--- config.mk ---
export PLATFORM = sky130hd
export DESIGN_NAME = mem_req_arbiter
export DESIGN_NICKNAME = d
export VERILOG_FILES = /design/src/rtl/mem_req_arbiter.sv
export SDC_FILE = /design/constraint.sdc
export NUM_CORES = 1
export LEC_CHECK = 0
export BUFFER_PORTS_ARGS = -buffer_cell sky130_fd_sc_hd__buf_2
export CAP_MARGIN = 40
export CORE_AREA = 2 2 101 103
export CTS_BUF_LIST = sky130_fd_sc_hd__clkbuf_4
export CTS_CLUSTER_DIAMETER = 200
export DETAILED_ROUTE_END_ITERATION = 10
export DIE_AREA = 0 0 103 105
export PLACE_DENSITY = 0.65
export SYNTH_ARGS = -nofsm -noshare
export SYNTH_HDL_FRONTEND = slang
export SYNTH_SLANG_ARGS = --single-unit
--- constraint.sdc ---
create_clock -name clk -period 2.25 [get_ports clk]
set_input_delay 0.675 -clock clk [delete_from_list [all_inputs] [get_ports clk]]
set_output_delay 0.675 -clock clk [all_outputs]
set_load 0.01 [all_outputs]
--- src/rtl/mem_req_arbiter.sv ---
// Grants the shared SDRAM controller port to the I-cache or the D-cache for one line burst.
// Tie policy is round-robin unless MEM_ARB_FIXED_PRIO_EN is defined, which makes the D-cache win every tie.
module mem_req_arbiter #(
  parameter int ADDR_WIDTH = 26,
  parameter int DATA_WIDTH = 32,
  parameter int BURST_LEN  = 4
) (
  input  logic                          clk,
  input  logic                          rst_n,
  input  logic                          i_req_valid,
  input  logic [ADDR_WIDTH-1:0]         i_req_addr,
  output logic                          i_req_ready,
  output logic                          i_rsp_valid,
  output logic                          i_rsp_last,
  output logic [DATA_WIDTH-1:0]         i_rsp_data,
  input  logic                          d_req_valid,
  input  logic                          d_req_we,
  input  logic [ADDR_WIDTH-1:0]         d_req_addr,
  output logic                          d_req_ready,
  input  logic [DATA_WIDTH-1:0]         d_wdata,
  input  logic                          d_wdata_valid,
  output logic                          d_wdata_ready,
  output logic                          d_rsp_valid,
  output logic                          d_rsp_last,
  output logic [DATA_WIDTH-1:0]         d_rsp_data,
  output logic                          m_req_valid,
  output logic                          m_req_we,
  output logic [ADDR_WIDTH-1:0]         m_req_addr,
  input  logic                          m_req_ready,
  output logic                          m_wdata_valid,
  output logic [DATA_WIDTH-1:0]         m_wdata,
  input  logic                          m_wdata_ready,
  input  logic                          m_rsp_valid,
  input  logic [DATA_WIDTH-1:0]         m_rsp_data,
  output logic [1:0]                    owner,
  output logic [1:0]                    dbg_state,
  output logic [$clog2(BURST_LEN)-1:0]  dbg_beat_cnt
);

  localparam int CW = $clog2(BURST_LEN);
  localparam logic [CW-1:0] LAST_BEAT = CW'(BURST_LEN - 1);

  typedef enum logic [1:0] {
    IDLE  = 2'd0,
    ISSUE = 2'd1,
    WDATA = 2'd2,
    RDATA = 2'd3
  } state_t;

  state_t                state;
  logic [CW-1:0]         beat_cnt;
  logic                  last_owner_d;
  logic [ADDR_WIDTH-1:0] lat_addr;
  logic                  lat_we;
  logic                  grant_d;
  logic                  cmd_hs;
  logic                  wr_hs;
  logic                  rd_beat;
  logic                  burst_end;

  // A transfer happens on a rising edge where valid and ready are both high;
  // valid never waits on ready, and the requester holds its payload until then.
  always_comb begin
    grant_d = 1'b0;
`ifdef MEM_ARB_FIXED_PRIO_EN
    grant_d = d_req_valid;
`else
    grant_d = d_req_valid && (!i_req_valid || !last_owner_d);
`endif
  end

  assign cmd_hs    = (state == ISSUE) && m_req_ready;
  assign wr_hs     = (state == WDATA) && d_wdata_valid && m_wdata_ready;
  assign rd_beat   = (state == RDATA) && m_rsp_valid;
  assign burst_end = (wr_hs || rd_beat) && (beat_cnt == LAST_BEAT);

  always_ff @(posedge clk or negedge rst_n) begin
    if (!rst_n) begin
      state        <= IDLE;
      owner        <= 2'b00;
      last_owner_d <= 1'b1;
      beat_cnt     <= '0;
      lat_addr     <= '0;
      lat_we       <= 1'b0;
    end else begin
      case (state)
        IDLE: begin
          if (i_req_valid || d_req_valid) begin
            state <= ISSUE;
            if (grant_d) begin
              owner    <= 2'b10;
              lat_addr <= d_req_addr;
              lat_we   <= d_req_we;
            end else begin
              owner    <= 2'b01;
              lat_addr <= i_req_addr;
              lat_we   <= 1'b0;
            end
          end
        end
        ISSUE: begin
          if (m_req_ready) begin
            state    <= lat_we ? WDATA : RDATA;
            beat_cnt <= '0;
          end
        end
        WDATA, RDATA: begin
          if (wr_hs || rd_beat) beat_cnt <= beat_cnt + CW'(1);
          if (burst_end) begin
            state        <= IDLE;
            owner        <= 2'b00;
            last_owner_d <= owner[1];
          end
        end
        default: state <= IDLE;
      endcase
    end
  end

  // Everything below is a gated passthrough so a mid-burst reset silences all outputs at once.
  assign m_req_valid   = (state == ISSUE);
  assign m_req_addr    = lat_addr;
  assign m_req_we      = lat_we;
  assign i_req_ready   = cmd_hs && owner[0];
  assign d_req_ready   = cmd_hs && owner[1];

  assign m_wdata_valid = (state == WDATA) && d_wdata_valid;
  assign m_wdata       = (state == WDATA) ? d_wdata : '0;
  assign d_wdata_ready = (state == WDATA) && m_wdata_ready;

  assign i_rsp_valid   = rd_beat && owner[0];
  assign i_rsp_data    = i_rsp_valid ? m_rsp_data : '0;
  assign i_rsp_last    = i_rsp_valid && (beat_cnt == LAST_BEAT);
  assign d_rsp_valid   = rd_beat && owner[1];
  assign d_rsp_data    = d_rsp_valid ? m_rsp_data : '0;
  assign d_rsp_last    = d_rsp_valid && (beat_cnt == LAST_BEAT);

  assign dbg_state     = state;
  assign dbg_beat_cnt  = beat_cnt;

endmodule

After elaboration in Yosys (flattened, before gate mapping). Cells that the tools add are included.

Flip-flop bits (word level): 34. Input bits: 125. Output and inout bits: 138. Logic and storage cells: 58.

$add $sub $neg: 1. Eq/ne operators: 8. Muxes and demuxes: 16. Reduce and logical (&&, ||, !) cells: 27.

Operator list (number): $mux W32 (3); $mux W26 (1); $mux W2 (7); $logic_and A1 B1 Y1 (13); $reduce_and A3 Y1 (3); $pmux W2 S2 (2); $eq A2 B2 Y1 const B (3); $ne A2 B2 Y1 const B (3); $pmux W2 S3 (1); $reduce_and A2 Y1 (2); $reduce_bool A2 Y1 (2); $logic_or A1 B1 Y1 (3); $add A2 B1 Y2 const B (1); $eq A2 B1 Y1 const B (1); $logic_not A1 Y1 (2); $logic_not A2 Y1 (1); $mux W1 (2); $ne A2 B1 Y1 const B (1); $reduce_or A2 Y1 (1).

Logic depth before layout (Yosys ltp). Gate-level depths: netlist of run 1.

Depth in word-level cells: 7. Depth in mapped cells: 7. Depth with buffers taken out: 4.

Least setup slack after synthesis of run 1. Ideal clock, no wire load.

Path kind: input to output. Start point: input port m_rsp_valid. End point: output port d_rsp_data[13]. Arrival time: 1.430 ns. Required time: 1.575 ns. Path slack: 0.145 ns. Stages on the path: 5. Buffers on the path: 3. Path through: and3_1 buf_6 buf_6 buf_4 and3_1.

Cells in the longest elaborated chain, start to end: 3.

Ends and longest elaborated chain: start, declared (line 33) `input logic m_rsp_valid,`; $logic_and A1 B1 Y1 (line 74) `assign rd_beat = (state == RDATA) && m_rsp_valid;`; $logic_and A1 B1 Y1 (line 134) `assign d_rsp_valid = rd_beat && owner[1];`; $mux W32 (line 135) `assign d_rsp_data = d_rsp_valid ? m_rsp_data : '0;`; end, declared (line 25) `output logic [DATA_WIDTH-1:0] d_rsp_data,`.

Every way passes these cells.

Worst setup path after layout of run 1.
Start point: input port m_rsp_valid. End point: output port i_rsp_data[18].

Cells in the longest elaborated chain, start to end: 3.

Ends and longest elaborated chain: $logic_and A1 B1 Y1 (line 74); $logic_and A1 B1 Y1 (line 131) `assign i_rsp_valid = rd_beat && owner[0];`; $mux W32 (line 132) `assign i_rsp_data = i_rsp_valid ? m_rsp_data : '0;`; end, declared (line 15) `output logic [DATA_WIDTH-1:0] i_rsp_data,`.

Every way passes these cells.

==> qor.yml, run 1 <==
dp_hpwl_um: 7319
hold_violations: 0
drcViolationCount: 0
yosys.area.top_type_share_pct: 34.45
ys_ff_latch: 34
dp_cells: 654
r2r_end: "owner[1]"
cts_hold_buf: 0
rows: 36
boundaryPins: 263
synthXorXnorAreaFrac_pct: 0
crit_path_start_kind: "input pin"
track_usage_pct: 15.01
fin_hold_ws_ns: 0.4034
finalWeightedCongestion: 0.8674
p_per_area_nw_per_um2: 900.9
grt_max_degree: 70
viasPerCell: 4.412
rsz0062_at_grt: "no"
yosysWarnings: 0
drtIter0Drc: 93
synth_compound_area_share_pct: 8.403
clock_latency_ns: 0.33
timing.rr.start: "dbg_state[0]"
die_x_um: 103
syn-num-nets: 403
reg2reg_setup_slack_ns: 0.69
setup_violations: 0
wl_um: 9133
syn_to_final_growth_pct: 65.29
fmax_ghz: 0.4587
period_needed_ns: 2.180
cp_slowest_cell: "and3_4"
final_cells: 665
fillers: 1002
worst_slew_pin_slew_ns: 0.7555
skew_ns: 0.007235
drive_gt1_share_pct: 56.02
clockBufferDepth: 2
post-route-period-util_pct: 96.89
vias: 2934
synth_edf_count: 0
nets: 657
start_util_pct: 24.87
synth_area_leaders: "dfrtp_1 34%, and3_1 18%, mux2i_1 11%"
crit_buf_inv: 3
grt_pass1_vias: 2654
end_kind: "primary output"
worstRegToRegCells: 4
grt_pass1_wl_um: 12940
async_flop_share_pct: 100.0
wl_per_cell_um: 13.73
io_buffer_count: 262
syn-instance-count: 277
slew_viol_final: 0
slew-limit-headroom_pct: 49.64
crit_path_max_fanout: 34
numCtsBuffers: 5
path_cells: "buf_2 -> and3_4 -> clkbuf_16 -> and3_1 -> buf_2"
hold_class: "in -> async"
synth_top_family_by_area: "simple AND/OR/NAND/NOR gates"
cts_tree: "done"
yosys.area.top_type: "dfrtp_1"
die-area_sq_um: 10820
ys_seq_area_share_pct: 35.54
ys_types: 32
cpLargestDelayFamily: "buffers and inverters"
grt_overflow: 0
synth_fa_ha_area_share_pct: 0.5219
clk_pin_slew_ns: 0.10
first_pass_iters: 4
worst_ep_required_time_ns: 1.57
cts_num_sinks: 34
ys.flop_type: "dfrtp_1"
status: "finished, final reports clean"
htree_levels: 2
cp.arrival_ns: 1.51
crit_type: "in -> out"
syn_area_sq_um: 2397
fp.coreArea_sq_um: 9639
muxShareOfSynthArea_pct: 12.21
max_cap_viol_count: 0
avgSynthCellArea_sq_um: 8.655
vdd_drop_max_mv: 0.3840
p_leak_nw: 2.633
antenna_cells: 0
die_h_um: 105
cts_root_buffer: "clkbuf_4"
cpPeakStageDelay_ns: 0.20
ant_nets: 0
antenna_found_initial: 1
cpMostUsedCell: "buf_2"
synth-simple-area-share_pct: 36.22
## sequential cells by signal, summed over array words and instances, names as in the netlist
| signal | count |
|---|---|
| last_owner_d | 1 |
| dbg_state | 2 |
| m_req_addr | 26 |
| owner | 2 |
| dbg_beat_cnt | 2 |
| m_req_we | 1 |
## stage by stage
step	setup WS [ns]	setup TNS (ns)	cell area [sq um]	util (%)	power, mW
4_1_cts	-0.01185	-0.01185	3914	40.60	3.534
6_report	0.06989	0	3963	41.11	3.570
3_5_place_dp	0.05607	0	3832	39.76	3.067
2_1_floorplan	0.1452	0	2397	-	2.226
5_1_grt	0.01079	0	3963	41.11	3.873
3_3_place_gp	0.06559	0	3832	39.76	3.014
## per-layer routing
metal	part of all wire, %	GRT usage [%]
met2	47	25.97
met1	42	17.77
met5	0.13	0
met4	2.3	4.887
met3	8.9	3.880
## how the worst max path moves through the flow
stage,startpoint,to,slack [ns],cells past startpoint
final,m_rsp_valid,i_rsp_data[18],0.07,5
after detailed placement,m_rsp_valid,d_rsp_data[31],0.06,5
after global placement,m_rsp_valid,i_rsp_data[12],0.07,5
after CTS,dbg_state[0],m_wdata[16],-0.01,3
after global routing,dbg_state[1],d_rsp_data[9],0.01,4
after floorplan,m_rsp_valid,d_rsp_data[13],0.15,5
## where the power goes
group | total (mW) | leakage (nW) | internal [mW] | switching, mW
clock network | 0.436 | 0.0450 | 0.230 | 0.205
registers | 1.05 | 0.422 | 0.887 | 0.167
logic | 2.08 | 2.17 | 0.931 | 1.15
total | 3.57 | 2.63 | 2.05 | 1.52
## final cells by class
| class | count | area [sq um] | share of cell area (%) |
|---|---|---|---|
| clock buffers | 5 | 37.54 | 0.9473 |
| well taps | 133 | 166.4 | 4.200 |
| repair buffers | 274 | 1456 | 36.75 |
| inverters | 1 | 3.754 | 0.09473 |
| clock inverters | 3 | 40.04 | 1.010 |
| multi-input cells | 215 | 1404 | 35.43 |
| flip-flops and latches | 34 | 854.6 | 21.57 |
## cells in the mapped netlist (2+ instances only)
cell      instances
buf_6             4
nand4_1           2
clkbuf_1         15
buf_4             4
nand2_1          33
and2b_2           2
and2_1           36
dfrtp_1          33
buf_2             3
and3_1           69
o21ai_1           4
o21ai_0          25
mux2_2            2
mux2i_1          27
## cell usage in the layout (no fill, tap or decap)
| cell | count |
|---|---|
| a21boi_4 | 1 |
| a221oi_1 | 1 |
| a22o_1 | 1 |
| and2_1 | 35 |
| and2_4 | 2 |
| and2b_2 | 2 |
| and2b_4 | 1 |
| and3_1 | 68 |
| and3_4 | 2 |
| buf_12 | 3 |
| buf_2 | 262 |
| buf_4 | 8 |
| bufinv_16 | 1 |
| clkbuf_16 | 1 |
| clkbuf_4 | 5 |
| clkinv_2 | 2 |
| dfrtp_1 | 31 |
| dfrtp_2 | 2 |
| dfstp_2 | 1 |
| ha_1 | 1 |
| inv_1 | 1 |
| mux2_2 | 2 |
| mux2i_1 | 27 |
| nand2_1 | 33 |
| nand2_4 | 1 |
| nand2b_1 | 1 |
| nand3_1 | 1 |
| nand4_1 | 2 |
| nor2_1 | 1 |
| nor2b_1 | 1 |
| nor3_1 | 1 |
| o21a_1 | 1 |
| o21ai_0 | 25 |
| o21ai_1 | 3 |
| o21ai_4 | 1 |
| o31ai_2 | 1 |
## what timing repair did
item | 4_1_cts | 5_1_grt
gates resized for setup | 2 | 5
setup buffers | 0 | 1
setup endpoints to repair | 34 | 102
cloned | 0 | 2
endpoints found under the hold margin | 0 | 0
## cell families after synthesis
| logic type | count (synthesis) |
|---|---|
| buffers and inverters | 29 |
| adder cells (fa/ha/maj) | 1 |
| AO/OA/AOI/OAI | 34 |
| flip-flops | 34 |
| multiplexers | 29 |
| AND/OR/NAND/NOR | 150 |
No activity file was read; power rests on OpenSTA's default activity.
==> run 2, diff against run 1 <==
--- a/config.mk
+++ b/config.mk
@@ -14,4 +14,5 @@
 export DIE_AREA = 0 0 103 105
 export PLACE_DENSITY = 0.65
+export SKIP_CTS_REPAIR_TIMING = 1
 export SYNTH_ARGS = -nofsm -noshare
 export SYNTH_HDL_FRONTEND = slang
==> constraint.sdc (replaced) <==
create_clock -name clk -period 2.25 [get_ports clk]
set_input_delay 0.225 -clock clk [delete_from_list [all_inputs] [get_ports clk]]
set_output_delay 0.225 -clock clk [all_outputs]
set_load 0.01 [all_outputs]
==> run 2 against run 1 <==
- clock-buffer cell count up 1
- critical endpoint is now d_rsp_data[24]
- worst setup slack better by 0.17 ns
- largest cell class unchanged
- sequential share of layout area is 0.46 points higher
- critical path depth decreased by 1
- total power fell by 6.5%
==> qor.yml, run 2 (synthesis gave the netlist of run 1 again) <==
vdd_drop_max_mv: 0.4128  # +7.5%
cts_tree: "done"
track_usage_pct: 15.47  # +0.46 points
die-area_sq_um: 10820  # unchanged
cpLargestDelayFamily: "flip-flops"
syn_to_final_growth_pct: 61.38
ant_nets: 0  # unchanged
max_cap_viol_count: 0  # unchanged
rsz0062_at_grt: "no"
worst_slew_pin_slew_ns: 0.8541  # +0.09862 ns
nets: 650  # -1.1%
crit_path_max_fanout: 68  # +100%
fmax_ghz: 0.4982  # +8.6%
drtIter0Drc: 77  # -17%
clock_latency_ns: 0.34  # about the same
drive_gt1_share_pct: 54.29  # -1.7 points
clockBufferDepth: 2  # unchanged
worst_ep_required_time_ns: 2.03  # +0.46 ns
final_util_pct: 40.14  # -0.97 points
crit_buf_inv: 2  # -1
hold_class: "in -> reg"
fin_tns_setup_ns: 0  # unchanged
cts_num_sinks: 34  # unchanged
setup_violations: 0  # unchanged
vias: 2842  # -3.1%
grt_max_degree: 69  # -1.4%
rows: 36  # unchanged
viasPerCell: 4.313  # -2.3%
p_per_area_nw_per_um2: 862.5  # -4.3%
place_area_sq_um: 3802  # -0.78%
numCtsBuffers: 5  # unchanged
fillers: 1019  # +1.7%
final_cells: 659  # -0.90%
dp_hpwl_um: 7511  # +2.6%
end_kind: "primary output"
cpMostUsedCell: "and3_1"
crit_type: "reg -> out"
wl_per_cell_um: 13.67  # -0.44%
wl_um: 9011  # -1.3%
grt_pass1_wl_um: 13320  # +2.9%
skew_ns: 0.01332  # +0.006089 ns
largest_reg_flops: 26  # unchanged
clk_pin_slew_ns: 0.12  # +0.02 ns
die_x_um: 103  # unchanged
grt_pass1_vias: 2631  # -0.87%
crit_path_start_kind: "flip-flop"
grt_overflow: 0  # unchanged
first_pass_iters: 4  # unchanged
cts_root_buffer: "clkbuf_4"
post-route-period-util_pct: 89.22  # -7.7 points
cp.arrival_ns: 1.78  # +0.27 ns
start_util_pct: 24.87  # unchanged
boundaryPins: 263  # unchanged
hold_violations: 0  # unchanged
dp_cells: 649  # -0.76%
status: "finished, final reports clean"
antenna_found_initial: 2  # +1
fp.coreArea_sq_um: 9639  # unchanged
worst_slack_ns: 0.2426  # +0.1727 ns
place_ws_ns: 0.5292  # +0.4731 ns
final_cell_mix: "262 x buf_2, 69 x and3_1, 36 x and2_1"
final_common_cell: "buf_2"
period_needed_ns: 2.007  # -0.1727 ns
htree_levels: 2  # unchanged
io_buffer_count: 262  # unchanged
slew-limit-headroom_pct: 43.06  # -6.6 points
die_h_um: 105  # unchanged
drcViolationCount: 0  # unchanged
finalWeightedCongestion: 0.8882  # +2.4%
slew_viol_final: 0  # unchanged
cpPeakStageDelay_ns: 0.53  # +0.33 ns
fin_area_sq_um: 3869  # -2.4%
path_cells: "and3_1 -> buf_12 -> and3_1 -> buf_2"
cp_slowest_cell: "dfrtp_1"
p_leak_nw: 2.583  # -1.9%
==> run 2: worst paths after layout <==
kind / start / end / slack, ns / depth (start not counted)
hold reg to reg: m_req_addr[12] / m_req_addr[12] / 0.49 / 2
hold / removal: d_req_we / m_req_we / 0.16 / 3
setup / recovery: dbg_state[1] / d_rsp_data[24] / 0.24 / 4
min in group asynchronous: rst_n / owner[1] / 0.49 / 2
setup reg to reg: dbg_state[0] / owner[1] / 0.53 / 4
max in group asynchronous: rst_n / m_req_addr[21] / 1.28 / 2
==> run 2: worst register-to-register path, stage by stage (launching register included) <==
cell and delay (ns):
dfrtp_1 0.49, and2b_2 0.52, nand4_1 0.18, and3_4 0.22, a22o_1 0.22
==> run 2: cell type report <==
type                    count  area (sq um)  area share (%)
diodes                      1         2.502         0.06468
clock buffers               6         45.04           1.164
clock inverters             2         8.758          0.2264
inverters                   1         3.754         0.09702
multi-input cells         214          1386           35.83
flip-flops and latches     34         852.1           22.02
well taps                 133         166.4           4.301
repair buffers            268          1404           36.29
==> run 2: routing by layer <==
metal	GRT usage (%)	part of all wire (%)	wire length, um
met2	26.07	46	4136
met1	19.03	43	3877
met4	5.263	2.1	188
met3	3.679	8.8	795
met5	0	0.13	12
==> run 2: report_power, final <==
part	switching [mW]	leakage, nW	internal [mW]
combinational	1.02	2.13	0.840
sequential	0.258	0.424	0.882
clock	0.208	0.0331	0.130
==> run 2: stage by stage <==
stage / hold slack [ns] / power [mW]
final: 0.1605 / 3.337
after CTS: -0.03314 / 3.383
after global placement: 0.3267 / 2.964
after detailed placement: 0.3439 / 3.035
after floorplan: -0.07059 / 2.226
after global routing: 0.1750 / 3.637
